$ cat src/rtl/transpose_arbiter_if.sv
// Stream bundle between the transpose arbiter, its two requesters and the shared engine.
// The arbiter connects through the slave modport; the surrounding fabric uses master.
interface transpose_arbiter_if #(
  parameter int AXIS_DATA_WIDTH = 24
);
  logic                       i_s0_axis_TVALID;
  logic                       o_s0_axis_TREADY;
  logic [AXIS_DATA_WIDTH-1:0] i_s0_axis_TDATA;
  logic                       i_s1_axis_TVALID;
  logic                       o_s1_axis_TREADY;
  logic [AXIS_DATA_WIDTH-1:0] i_s1_axis_TDATA;
  logic                       o_eng_axis_TVALID;
  logic                       i_eng_axis_TREADY;
  logic [AXIS_DATA_WIDTH-1:0] o_eng_axis_TDATA;
  logic                       o_eng_axis_TLAST;
  logic                       i_eng_axis_TVALID;
  logic                       o_eng_axis_TREADY;
  logic [AXIS_DATA_WIDTH-1:0] i_eng_axis_TDATA;
  logic                       o_m0_axis_TVALID;
  logic                       i_m0_axis_TREADY;
  logic [AXIS_DATA_WIDTH-1:0] o_m0_axis_TDATA;
  logic                       o_m0_axis_TLAST;
  logic                       o_m1_axis_TVALID;
  logic                       i_m1_axis_TREADY;
  logic [AXIS_DATA_WIDTH-1:0] o_m1_axis_TDATA;
  logic                       o_m1_axis_TLAST;
  logic                       o_busy;
  logic                       o_owner;

  modport slave (
    input  i_s0_axis_TVALID, i_s0_axis_TDATA, i_s1_axis_TVALID, i_s1_axis_TDATA,
    input  i_eng_axis_TREADY, i_eng_axis_TVALID, i_eng_axis_TDATA,
    input  i_m0_axis_TREADY, i_m1_axis_TREADY,
    output o_s0_axis_TREADY, o_s1_axis_TREADY,
    output o_eng_axis_TVALID, o_eng_axis_TDATA, o_eng_axis_TLAST, o_eng_axis_TREADY,
    output o_m0_axis_TVALID, o_m0_axis_TDATA, o_m0_axis_TLAST,
    output o_m1_axis_TVALID, o_m1_axis_TDATA, o_m1_axis_TLAST,
    output o_busy, o_owner
  );

  modport master (
    output i_s0_axis_TVALID, i_s0_axis_TDATA, i_s1_axis_TVALID, i_s1_axis_TDATA,
    output i_eng_axis_TREADY, i_eng_axis_TVALID, i_eng_axis_TDATA,
    output i_m0_axis_TREADY, i_m1_axis_TREADY,
    input  o_s0_axis_TREADY, o_s1_axis_TREADY,
    input  o_eng_axis_TVALID, o_eng_axis_TDATA, o_eng_axis_TLAST, o_eng_axis_TREADY,
    input  o_m0_axis_TVALID, o_m0_axis_TDATA, o_m0_axis_TLAST,
    input  o_m1_axis_TVALID, o_m1_axis_TDATA, o_m1_axis_TLAST,
    input  o_busy, o_owner
  );
endinterface

$ cat src/rtl/transpose_arbiter.sv
// Round-robin sharing of one transpose engine between two requesters, one whole matrix at a time:
// FEED pushes the owner's beats into the engine, DRAIN returns the engine's beats to that owner.
module transpose_arbiter #(
  parameter int VALUE_WIDTH     = 17,
  parameter int AXIS_DATA_WIDTH = 8 * ((VALUE_WIDTH - 1) / 8 + 1),
  parameter int MATRIX_DIM      = 8
) (
  input  logic                i_clk,
  input  logic                i_reset,
  transpose_arbiter_if.slave  bus
);
  localparam int MATRIX_BEATS = MATRIX_DIM * MATRIX_DIM;
  localparam int CNT_W        = (MATRIX_BEATS > 1) ? $clog2(MATRIX_BEATS) : 1;
  localparam logic [CNT_W-1:0] LAST = CNT_W'(MATRIX_BEATS - 1);

  typedef enum logic [1:0] {IDLE, FEED, DRAIN} state_e;

  state_e           state_q, state_d;
  logic             owner_q, owner_d;
  logic             rr_q, rr_d;
  logic [CNT_W-1:0] in_cnt_q, in_cnt_d;
  logic [CNT_W-1:0] out_cnt_q, out_cnt_d;

  logic                       s0_rdy, s1_rdy;
  logic                       eng_vld, eng_last, eng_rdy;
  logic [AXIS_DATA_WIDTH-1:0] eng_data;
  logic                       m0_vld, m0_last, m1_vld, m1_last;
  logic [AXIS_DATA_WIDTH-1:0] m0_data, m1_data;
  logic                       src_vld;
  logic [AXIS_DATA_WIDTH-1:0] src_data;

  always_ff @(posedge i_clk) begin
    if (i_reset) begin
      state_q   <= IDLE;
      owner_q   <= 1'b0;
      rr_q      <= 1'b0;
      in_cnt_q  <= '0;
      out_cnt_q <= '0;
    end else begin
      state_q   <= state_d;
      owner_q   <= owner_d;
      rr_q      <= rr_d;
      in_cnt_q  <= in_cnt_d;
      out_cnt_q <= out_cnt_d;
    end
  end

  // Owner's source stream, used only while feeding the engine.
  assign src_vld  = owner_q ? bus.i_s1_axis_TVALID : bus.i_s0_axis_TVALID;
  assign src_data = owner_q ? bus.i_s1_axis_TDATA  : bus.i_s0_axis_TDATA;

  always_comb begin
    state_d   = state_q;
    owner_d   = owner_q;
    rr_d      = rr_q;
    in_cnt_d  = in_cnt_q;
    out_cnt_d = out_cnt_q;
    s0_rdy    = 1'b0;
    s1_rdy    = 1'b0;
    eng_vld   = 1'b0;
    eng_last  = 1'b0;
    eng_data  = '0;
    eng_rdy   = 1'b0;
    m0_vld    = 1'b0;
    m0_last   = 1'b0;
    m0_data   = '0;
    m1_vld    = 1'b0;
    m1_last   = 1'b0;
    m1_data   = '0;
    unique case (state_q)
      IDLE: begin
        // Grant only; the first beat is taken once FEED is entered.
        if (bus.i_s0_axis_TVALID || bus.i_s1_axis_TVALID) begin
          owner_d = (bus.i_s0_axis_TVALID && bus.i_s1_axis_TVALID) ? rr_q : bus.i_s1_axis_TVALID;
          state_d = FEED;
        end
      end
      FEED: begin
        eng_vld  = src_vld;
        eng_data = src_data;
        eng_last = (in_cnt_q == LAST);
        s0_rdy   = !owner_q && bus.i_eng_axis_TREADY;
        s1_rdy   = owner_q && bus.i_eng_axis_TREADY;
        if (src_vld && bus.i_eng_axis_TREADY) begin
          if (in_cnt_q == LAST) begin
            in_cnt_d = '0;
            state_d  = DRAIN;
          end else begin
            in_cnt_d = in_cnt_q + CNT_W'(1);
          end
        end
      end
      DRAIN: begin
        eng_rdy = owner_q ? bus.i_m1_axis_TREADY : bus.i_m0_axis_TREADY;
        m0_vld  = !owner_q && bus.i_eng_axis_TVALID;
        m1_vld  = owner_q && bus.i_eng_axis_TVALID;
        m0_data = owner_q ? '0 : bus.i_eng_axis_TDATA;
        m1_data = owner_q ? bus.i_eng_axis_TDATA : '0;
        m0_last = !owner_q && (out_cnt_q == LAST);
        m1_last = owner_q && (out_cnt_q == LAST);
        if (bus.i_eng_axis_TVALID && eng_rdy) begin
          if (out_cnt_q == LAST) begin
            out_cnt_d = '0;
            rr_d      = ~owner_q;
            state_d   = IDLE;
          end else begin
            out_cnt_d = out_cnt_q + CNT_W'(1);
          end
        end
      end
      default: state_d = IDLE;
    endcase
  end

  assign bus.o_s0_axis_TREADY  = s0_rdy;
  assign bus.o_s1_axis_TREADY  = s1_rdy;
  assign bus.o_eng_axis_TVALID = eng_vld;
  assign bus.o_eng_axis_TDATA  = eng_data;
  assign bus.o_eng_axis_TLAST  = eng_last;
  assign bus.o_eng_axis_TREADY = eng_rdy;
  assign bus.o_m0_axis_TVALID  = m0_vld;
  assign bus.o_m0_axis_TDATA   = m0_data;
  assign bus.o_m0_axis_TLAST   = m0_last;
  assign bus.o_m1_axis_TVALID  = m1_vld;
  assign bus.o_m1_axis_TDATA   = m1_data;
  assign bus.o_m1_axis_TLAST   = m1_last;
  assign bus.o_busy            = (state_q != IDLE);
  assign bus.o_owner           = owner_q;
endmodule

$ cat src/flat_wrapper.sv
// flat-port wrapper written by rule: the top's interface ports become plain ports
module transpose_arbiter_flat 
#(
  parameter int VALUE_WIDTH     = 17,
  parameter int AXIS_DATA_WIDTH = 8 * ((VALUE_WIDTH - 1) / 8 + 1),
  parameter int MATRIX_DIM      = 8
)
  (i_clk, i_reset, bus_i_s0_axis_TVALID, bus_i_s0_axis_TDATA, bus_i_s1_axis_TVALID, bus_i_s1_axis_TDATA, bus_i_eng_axis_TREADY, bus_i_eng_axis_TVALID, bus_i_eng_axis_TDATA, bus_i_m0_axis_TREADY, bus_i_m1_axis_TREADY, bus_o_s0_axis_TREADY, bus_o_s1_axis_TREADY, bus_o_eng_axis_TVALID, bus_o_eng_axis_TDATA, bus_o_eng_axis_TLAST, bus_o_eng_axis_TREADY, bus_o_m0_axis_TVALID, bus_o_m0_axis_TDATA, bus_o_m0_axis_TLAST, bus_o_m1_axis_TVALID, bus_o_m1_axis_TDATA, bus_o_m1_axis_TLAST, bus_o_busy, bus_o_owner);
  transpose_arbiter_if #(.AXIS_DATA_WIDTH(AXIS_DATA_WIDTH)) bus_i ();
  input  logic i_clk;
  input  logic i_reset;
  input wire logic [$bits(bus_i.i_s0_axis_TVALID)-1:0] bus_i_s0_axis_TVALID;
  input wire logic [$bits(bus_i.i_s0_axis_TDATA)-1:0] bus_i_s0_axis_TDATA;
  input wire logic [$bits(bus_i.i_s1_axis_TVALID)-1:0] bus_i_s1_axis_TVALID;
  input wire logic [$bits(bus_i.i_s1_axis_TDATA)-1:0] bus_i_s1_axis_TDATA;
  input wire logic [$bits(bus_i.i_eng_axis_TREADY)-1:0] bus_i_eng_axis_TREADY;
  input wire logic [$bits(bus_i.i_eng_axis_TVALID)-1:0] bus_i_eng_axis_TVALID;
  input wire logic [$bits(bus_i.i_eng_axis_TDATA)-1:0] bus_i_eng_axis_TDATA;
  input wire logic [$bits(bus_i.i_m0_axis_TREADY)-1:0] bus_i_m0_axis_TREADY;
  input wire logic [$bits(bus_i.i_m1_axis_TREADY)-1:0] bus_i_m1_axis_TREADY;
  output wire logic [$bits(bus_i.o_s0_axis_TREADY)-1:0] bus_o_s0_axis_TREADY;
  output wire logic [$bits(bus_i.o_s1_axis_TREADY)-1:0] bus_o_s1_axis_TREADY;
  output wire logic [$bits(bus_i.o_eng_axis_TVALID)-1:0] bus_o_eng_axis_TVALID;
  output wire logic [$bits(bus_i.o_eng_axis_TDATA)-1:0] bus_o_eng_axis_TDATA;
  output wire logic [$bits(bus_i.o_eng_axis_TLAST)-1:0] bus_o_eng_axis_TLAST;
  output wire logic [$bits(bus_i.o_eng_axis_TREADY)-1:0] bus_o_eng_axis_TREADY;
  output wire logic [$bits(bus_i.o_m0_axis_TVALID)-1:0] bus_o_m0_axis_TVALID;
  output wire logic [$bits(bus_i.o_m0_axis_TDATA)-1:0] bus_o_m0_axis_TDATA;
  output wire logic [$bits(bus_i.o_m0_axis_TLAST)-1:0] bus_o_m0_axis_TLAST;
  output wire logic [$bits(bus_i.o_m1_axis_TVALID)-1:0] bus_o_m1_axis_TVALID;
  output wire logic [$bits(bus_i.o_m1_axis_TDATA)-1:0] bus_o_m1_axis_TDATA;
  output wire logic [$bits(bus_i.o_m1_axis_TLAST)-1:0] bus_o_m1_axis_TLAST;
  output wire logic [$bits(bus_i.o_busy)-1:0] bus_o_busy;
  output wire logic [$bits(bus_i.o_owner)-1:0] bus_o_owner;
  assign bus_i.i_s0_axis_TVALID = bus_i_s0_axis_TVALID;
  assign bus_i.i_s0_axis_TDATA = bus_i_s0_axis_TDATA;
  assign bus_i.i_s1_axis_TVALID = bus_i_s1_axis_TVALID;
  assign bus_i.i_s1_axis_TDATA = bus_i_s1_axis_TDATA;
  assign bus_i.i_eng_axis_TREADY = bus_i_eng_axis_TREADY;
  assign bus_i.i_eng_axis_TVALID = bus_i_eng_axis_TVALID;
  assign bus_i.i_eng_axis_TDATA = bus_i_eng_axis_TDATA;
  assign bus_i.i_m0_axis_TREADY = bus_i_m0_axis_TREADY;
  assign bus_i.i_m1_axis_TREADY = bus_i_m1_axis_TREADY;
  assign bus_o_s0_axis_TREADY = bus_i.o_s0_axis_TREADY;
  assign bus_o_s1_axis_TREADY = bus_i.o_s1_axis_TREADY;
  assign bus_o_eng_axis_TVALID = bus_i.o_eng_axis_TVALID;
  assign bus_o_eng_axis_TDATA = bus_i.o_eng_axis_TDATA;
  assign bus_o_eng_axis_TLAST = bus_i.o_eng_axis_TLAST;
  assign bus_o_eng_axis_TREADY = bus_i.o_eng_axis_TREADY;
  assign bus_o_m0_axis_TVALID = bus_i.o_m0_axis_TVALID;
  assign bus_o_m0_axis_TDATA = bus_i.o_m0_axis_TDATA;
  assign bus_o_m0_axis_TLAST = bus_i.o_m0_axis_TLAST;
  assign bus_o_m1_axis_TVALID = bus_i.o_m1_axis_TVALID;
  assign bus_o_m1_axis_TDATA = bus_i.o_m1_axis_TDATA;
  assign bus_o_m1_axis_TLAST = bus_i.o_m1_axis_TLAST;
  assign bus_o_busy = bus_i.o_busy;
  assign bus_o_owner = bus_i.o_owner;
  transpose_arbiter #(.VALUE_WIDTH(VALUE_WIDTH), .AXIS_DATA_WIDTH(AXIS_DATA_WIDTH), .MATRIX_DIM(MATRIX_DIM)) u_core (.i_clk(i_clk), .i_reset(i_reset), .bus(bus_i));
endmodule
$ cat config.mk
export PLATFORM = sky130hd
export DESIGN_NAME = transpose_arbiter_flat
export DESIGN_NICKNAME = d
export VERILOG_FILES = /design/src/rtl/transpose_arbiter_if.sv /design/src/rtl/transpose_arbiter.sv /design/src/flat_wrapper.sv
export SDC_FILE = /design/constraint.sdc
export NUM_CORES = 1
export LEC_CHECK = 0
export CORE_UTILIZATION = 30
export DETAILED_ROUTE_END_ITERATION = 12
export PLACE_DENSITY_LB_ADDON = 0.08
export SETUP_SLACK_MARGIN = 0.5
export SYNTH_ARGS = -nofsm -noshare
export SYNTH_HDL_FRONTEND = slang
export SYNTH_SLANG_ARGS = --single-unit
$ cat constraint.sdc
create_clock -name i_clk -period 1.96 [get_ports i_clk]
set_input_delay 0.392 -clock i_clk [delete_from_list [all_inputs] [get_ports i_clk]]
set_output_delay 0.392 -clock i_clk [all_outputs]
set_load 0.02 [all_outputs]
==> results of run 1 <==
cells in the mapped netlist (2+ instances only):
master / instances / share of area [%]
sky130_fd_sc_hd__dfxtp_1: 16 / 19
sky130_fd_sc_hd__o211ai_1: 4 / 1.8
sky130_fd_sc_hd__and3b_1: 2 / 1.1
sky130_fd_sc_hd__mux2_2: 6 / 4.1
sky130_fd_sc_hd__ha_1: 2 / 1.5
sky130_fd_sc_hd__nand2b_1: 4 / 1.5
sky130_fd_sc_hd__nor4_1: 6 / 2.3
sky130_fd_sc_hd__and3_1: 48 / 18
sky130_fd_sc_hd__nand2_1: 8 / 1.8
sky130_fd_sc_hd__inv_1: 6 / 1.4
sky130_fd_sc_hd__nor2b_1: 8 / 3.0
sky130_fd_sc_hd__o32ai_1: 2 / 1.1
sky130_fd_sc_hd__nor3_1: 5 / 1.5
sky130_fd_sc_hd__nand3b_1: 2 / 0.90
sky130_fd_sc_hd__or4_1: 5 / 2.3
sky130_fd_sc_hd__a21oi_1: 7 / 2.1
sky130_fd_sc_hd__o2111ai_1: 2 / 1.1
sky130_fd_sc_hd__mux2i_1: 26 / 16
sky130_fd_sc_hd__nand3_1: 9 / 2.7
sky130_fd_sc_hd__o31ai_1: 2 / 0.90
sky130_fd_sc_hd__nor2_1: 34 / 7.7
sky130_fd_sc_hd__buf_2: 4 / 1.2
sky130_fd_sc_hd__clkbuf_1: 15 / 3.4
sky130_fd_sc_hd__o21ai_0: 5 / 1.5
what timing repair did:
| action | in CTS |
|---|---|
| buffers inserted | 22 |
| endpoints found under the setup margin | 93 |
| pin swaps | 14 |
| gates cloned | 3 |
| resized for setup | 538 |
metrics by stage:
stage / utilization, % / hold WS (ns) / cell area, µm²
CTS: 87.3 / 0.495 / 4540
detailed placement: 74.7 / 0.481 / 3890
global placement: 74.7 / 0.463 / 3890
floorplan: - / 0.452 / 1980
logic make-up after synthesis:
kind of cell	share of synthesized area, %
multiplexers	19.7
adder cells (fa/ha/maj)	1.51
flip-flops	19.3
AND/OR/NAND/NOR	43.2
buffers and inverters	5.95
AO/OA/AOI/OAI	10.3
==> impl_summary.txt, run 1 <==
----------------------------------------------------
[Outcome]
  Result of the run ... stopped before the end
  Last stage reached ... 5_1_grt
  Error message ... [ERROR DPL-0033] detailed placement checks failed during check placement.

[Yosys]
  Post-synthesis instance area ... 1660 µm²
  Flip-flop cell with the highest count after synthesis ... sky130_fd_sc_hd__dfxtp_1
  Share of synthesized registers carrying an async set or reset ... 0%
  Post-synthesis area per instance ... between 7 and 8 µm²
  Synth Warn # ... 0
  Number of enable-type register cells in the synthesized netlist ... 0
  Syn Nets ... between 300 and 400
  Distinct cell type count of the synthesized netlist ... 29
  Number of instances in the synthesized netlist ... roughly 230
  #FFs+latches synth ... 16
  Sequential share of the synthesized area ... 19.3%

[Placement]
  Input/output buffers ... between 150 and 200
  Post-Place Cells ... 483
  Placed wire-length estimate ... 6180 µm
  Last weighted congestion value of the routability-driven placer ... about 0.85
  Setup slack at placement ... -0.260 ns

[Die]
  Number of top-level pins ... roughly 160
  Number of core rows ... 26
  Die extent in x ... between 70 and 80 µm
  Initial core utilization ... a little under a third
  Height of the chip ... 76.4 µm

[Clocking]
  Number of hold buffers added after CTS ... 0
  Depth of the CTS H-tree ... 1
  Buffer depth of the longest clock path ... 2
  Cts bufs inserted ... 3
  Buffer type at the clock tree root ... sky130_fd_sc_hd__clkbuf_8
  TritonCTS Sinks ... 16

[Global routing]
  Largest net degree at the start of global routing ... 27
  Initial antenna violation count ... 0

[Timing]
  GRT repair_timing worst endpoint ... bus_o_m0_axis_TDATA[22]
  Worst EP Category ... top-level output

----------------------------------------------------
==> run 2: changes to the inputs <==
--- a/config.mk
+++ b/config.mk
@@ -5,10 +5,9 @@
 export SDC_FILE = /design/constraint.sdc
 export NUM_CORES = 1
 export LEC_CHECK = 0
-export CORE_UTILIZATION = 30
+export CORE_UTILIZATION = 25
 export DETAILED_ROUTE_END_ITERATION = 12
-export PLACE_DENSITY_LB_ADDON = 0.08
-export SETUP_SLACK_MARGIN = 0.5
+export PLACE_DENSITY_LB_ADDON = 0.15
 export SYNTH_ARGS = -nofsm -noshare
 export SYNTH_HDL_FRONTEND = slang
 export SYNTH_SLANG_ARGS = --single-unit
==> impl_summary.txt, run 2 <==
----------------------------------------------------
[Clocking]
  Depth of the CTS H-tree ... 1 (unchanged)
  Clock tree from TritonCTS ... done
  Clock-pin slew of the registers on the worst-case setup and hold paths ... around 0.07 ns
  Buffer depth of the longest clock path ... 2 (unchanged)
  Buffer type at the clock tree root ... sky130_fd_sc_hd__clkbuf_8
  Clock insertion delay at the later pin of the skew report ... around 0.25 ns
  Cts bufs inserted ... 3 (unchanged)
  TritonCTS Sinks ... 16 (unchanged)

[Timing]
  Slew margin rel. ... approximately three quarters
  Pin slew with the least headroom to its limit ... between 0.3 and 0.4 ns
  Final setup violation count ... 0
  Time the worst path needs with I/O delays and setup ... between 1.5 and 2 ns
  Achievable frequency ... ~0.54 GHz
  Final number of max-transition violations ... 0
  Worst clock skew on the final layout ... 0.00177 ns
  Post-layout worst setup margin ... between 0.09 and 0.1 ns
  Count of final hold-check violations ... 0
  Share of the cycle needed by the critical path after routing ... ~95%

[Job]
  Max-cap viol count ... 0

[Worst setup path]
  End point of the critical path ... bus_o_busy
  CP max-delay cell ... sky130_fd_sc_hd__dfxtp_1
  Most repeated library cell on the critical path ... sky130_fd_sc_hd__buf_4
  Critical register-to-register path endpoint ... u_core.in_cnt_q[4]
  Reg-to-reg setup timing slack ... between 0.2 and 0.3 ns
  Nature of the critical path endpoint ... output port
  FF-to-FF Start ... u_core.state_q[1]
  Critical path startpoint category ... flop
  Maximum fanout along the worst path ... 3
  CP peak stage delay ... between 0.3 and 0.4 ns
  FF-to-FF path depth ... 6
  Data required time of the worst path ... 1.57 ns
  Class of the most critical setup path ... flop to output port
  Critical Path AT ... about 1.5 ns
  Chain of cells forming the critical path ... buf_4, buf_4, buf_4, nor2_2, inv_1, dlygate4sd2_1
  Critical path startpoint ... u_core.state_q[1]

[Yosys]
  Library cell with the largest summed area after synthesis ... sky130_fd_sc_hd__dfxtp_1
  Flip-flop cell with the highest count after synthesis ... sky130_fd_sc_hd__dfxtp_1
  Most used standard cell by instance count after synthesis ... sky130_fd_sc_hd__and3_1
  Synth top cells by count ... 48 x sky130_fd_sc_hd__and3_1, 34 x sky130_fd_sc_hd__nor2_1, 26 x sky130_fd_sc_hd__mux2i_1, 16 x sky130_fd_sc_hd__dfxtp_1, 15 x sky130_fd_sc_hd__clkbuf_1
  Post-synthesis area per instance ... 7.13 µm² (unchanged)
  #FFs+latches synth ... 16 (unchanged)
  Number of instances in the synthesized netlist ... 233 (unchanged)
  Post-synthesis instance area ... 1660 µm² (unchanged)
  Number of enable-type register cells in the synthesized netlist ... 0 (unchanged)
  Distinct cell type count of the synthesized netlist ... 29 (unchanged)
  Share of synthesized registers carrying an async set or reset ... 0% (unchanged)
  Syn Nets ... 315 (unchanged)
  Sequential share of the synthesized area ... 19.3% (unchanged)
  Leading cell types by total area after synthesis ... sky130_fd_sc_hd__dfxtp_1 19%, sky130_fd_sc_hd__and3_1 18%, sky130_fd_sc_hd__mux2i_1 16%
  Synth Warn # ... 0 (unchanged)
  Top cell type's share of synthesized area ... 19.3% (unchanged)

[Die]
  Core Box Area ... around 6400 µm²
  Die extent in x ... 83.5 µm (+9.3%)
  Total die area ... around 7000 µm²
  Initial core utilization ... 26.0% (-5.9 points)
  Number of core rows ... 29 (+12%)
  Height of the chip ... 83.5 µm (+9.3%)
  Number of top-level pins ... 163 (unchanged)

[Pwr]
  Power dissipated by switching net loads ... ~0.32 mW
  Clock share of power ... between 20% and 30%
  Peak VDD IR ... approximately 0.00036 V
  Reported leakage power ... about 1.6 nW
  Power density relative to cell area ... 319 nW/µm²
  Share of power burned in combinational logic ... slightly above 40%
  Sequential share of power ... around a third
  Fraction of power spent switching nets ... 29.5%
  Internal power ... approximately 0.76 mW

[Placement]
  Placed wire-length estimate ... 5380 µm (-13%)
  Last weighted congestion value of the routability-driven placer ... 0.896 (+5.9%)
  Input/output buffers ... 162 (unchanged)
  Placed standard-cell area ... 3630 µm² (-6.7%)
  Setup slack at placement ... -0.275 ns (-0.0148 ns)

[Min path]
  Worst Hold Class ... flop to flop
  Hold_sp ... u_core.in_cnt_q[4]

[Final layout]
  Count of filler cells inserted in the layout ... 653
  Fraction of layout instances using a drive strength above 1 ... a little under a third
  Number of nets in the finished design ... between 500 and 600
  Largest registers in the final layout ... u_core.in_cnt_q: 6 flops, u_core.out_cnt_q: 6 flops, u_core.state_q: 2 flops
  Area grow syn2layout ... 103%
  Final Core Density ... 52.7%
  Most common cell after layout, fill and taps aside ... sky130_fd_sc_hd__clkdlybuf4s50_1
  Antenna cell count ... 0
  Highest-count cells in the layout ignoring fill and taps ... 80 x sky130_fd_sc_hd__clkdlybuf4s50_1, 69 x sky130_fd_sc_hd__clkbuf_2, 48 x sky130_fd_sc_hd__and3_1
  Cell area after layout ... roughly 3400 µm²

[Drt]
  Remaining routing DRC violations ... 0
  Post-DR wirelength/cell ... ~14 µm
  First DRT Iteration DRCs ... slightly above 90
  Vias per inst ... 4.81
  Detailed-route wire length ... between 6000 and 7000 µm
  Total number of vias ... 2393
  Antenna-violating nets left ... 0
  Number of optimization iterations in the first detailed-route pass ... 4

[Outcome]
  Result of the run ... finished, final reports clean

[Global routing]
  Vias in the first global route ... between 2000 and 2500
  Total track usage ... a little under a fifth
  Initial antenna violation count ... 0
  Largest net degree at the start of global routing ... 50
  First-pass GRT wire length ... 10800 µm
  Global-route congestion overflow total ... 0

----------------------------------------------------
## run 2: cell counts after synthesis
Identical to the previous run, type by type.
## run 2: through the flow
step	hold slack, ns	total power [mW]	TNS [ns]	std cells
floorplan	0.452	0.513	0	233
global placement	0.467	0.813	-3.65	492
detailed placement	0.474	0.816	-4.01	492
CTS	0.486	1.09	0	496
global route	0.526	1.13	-0.00296	498
finish	0.482	1.07	0	498
## run 2: layer usage
metal  routed length, µm  GRT usage [%]  part of all wire, %  up-vias
met5                   0              0                    0        -
met4                  93           4.01                  1.4        0
met3                 530           4.25                  7.8        9
met2                3330           33.5                   49      109
met1                2870           22.7                   42     1047
li1                    -              -                    -     1228
## run 2: power groups by stage
stage / Clock, mW / Combinational, mW / Sequential (mW)
after floorplan: 0 / 0.169 / 0.345
after global placement: 0 / 0.467 / 0.346
after detailed placement: 0 / 0.470 / 0.346
after CTS: 0.306 / 0.450 / 0.338
after global routing: 0.320 / 0.471 / 0.340
final: 0.298 / 0.435 / 0.339
## run 2: area by class of cell
class                           count  area [µm²]  share of cell area (%)
Multi-Input combinational cell    192        1260                    37.5
Inverter                            6        22.5                   0.670
Sequential cell                    16         324                    9.64
Clock buffer                        4        55.1                    1.64
Timing Repair Buffer              203        1610                    47.7
Tap cell                           77        96.3                    2.86
## run 2: critical path: cells and delay by family, from the launching register on
kind                   cells  cell delay, ns
buffers and inverters      5            0.76
flip-flops                 1            0.33
AND/OR/NAND/NOR            1            0.12
## run 2: what timing repair did
action,in CTS,in global routing
resized for setup,106,138
setup buffers,0,1
cloned,0,1
hold buffers,0,0
setup endpoints to repair,82,80
## run 2: kinds of logic (layout without fill, tap and decap cells)
family / Yosys count / after routing / share of synthesized area (%)
AO/OA/AOI/OAI: 26 / 26 / 10.3
adder cells (fa/ha/maj): 2 / 2 / 1.51
buffers and inverters: 25 / 213 / 5.95
flip-flops: 16 / 16 / 19.3
multiplexers: 32 / 32 / 19.7
AND/OR/NAND/NOR: 132 / 132 / 43.2
## run 2: worst min-delay path by stage
stage	endpoint	cells after the start
6_report	u_core.in_cnt_q[4]	2
5_1_grt	u_core.in_cnt_q[4]	2
4_1_cts	u_core.in_cnt_q[4]	2
3_5_place_dp	u_core.in_cnt_q[4]	2
3_3_place_gp	u_core.in_cnt_q[4]	2
2_1_floorplan	u_core.in_cnt_q[4]	2
Note: power is estimated with default switching activity, not from simulation.
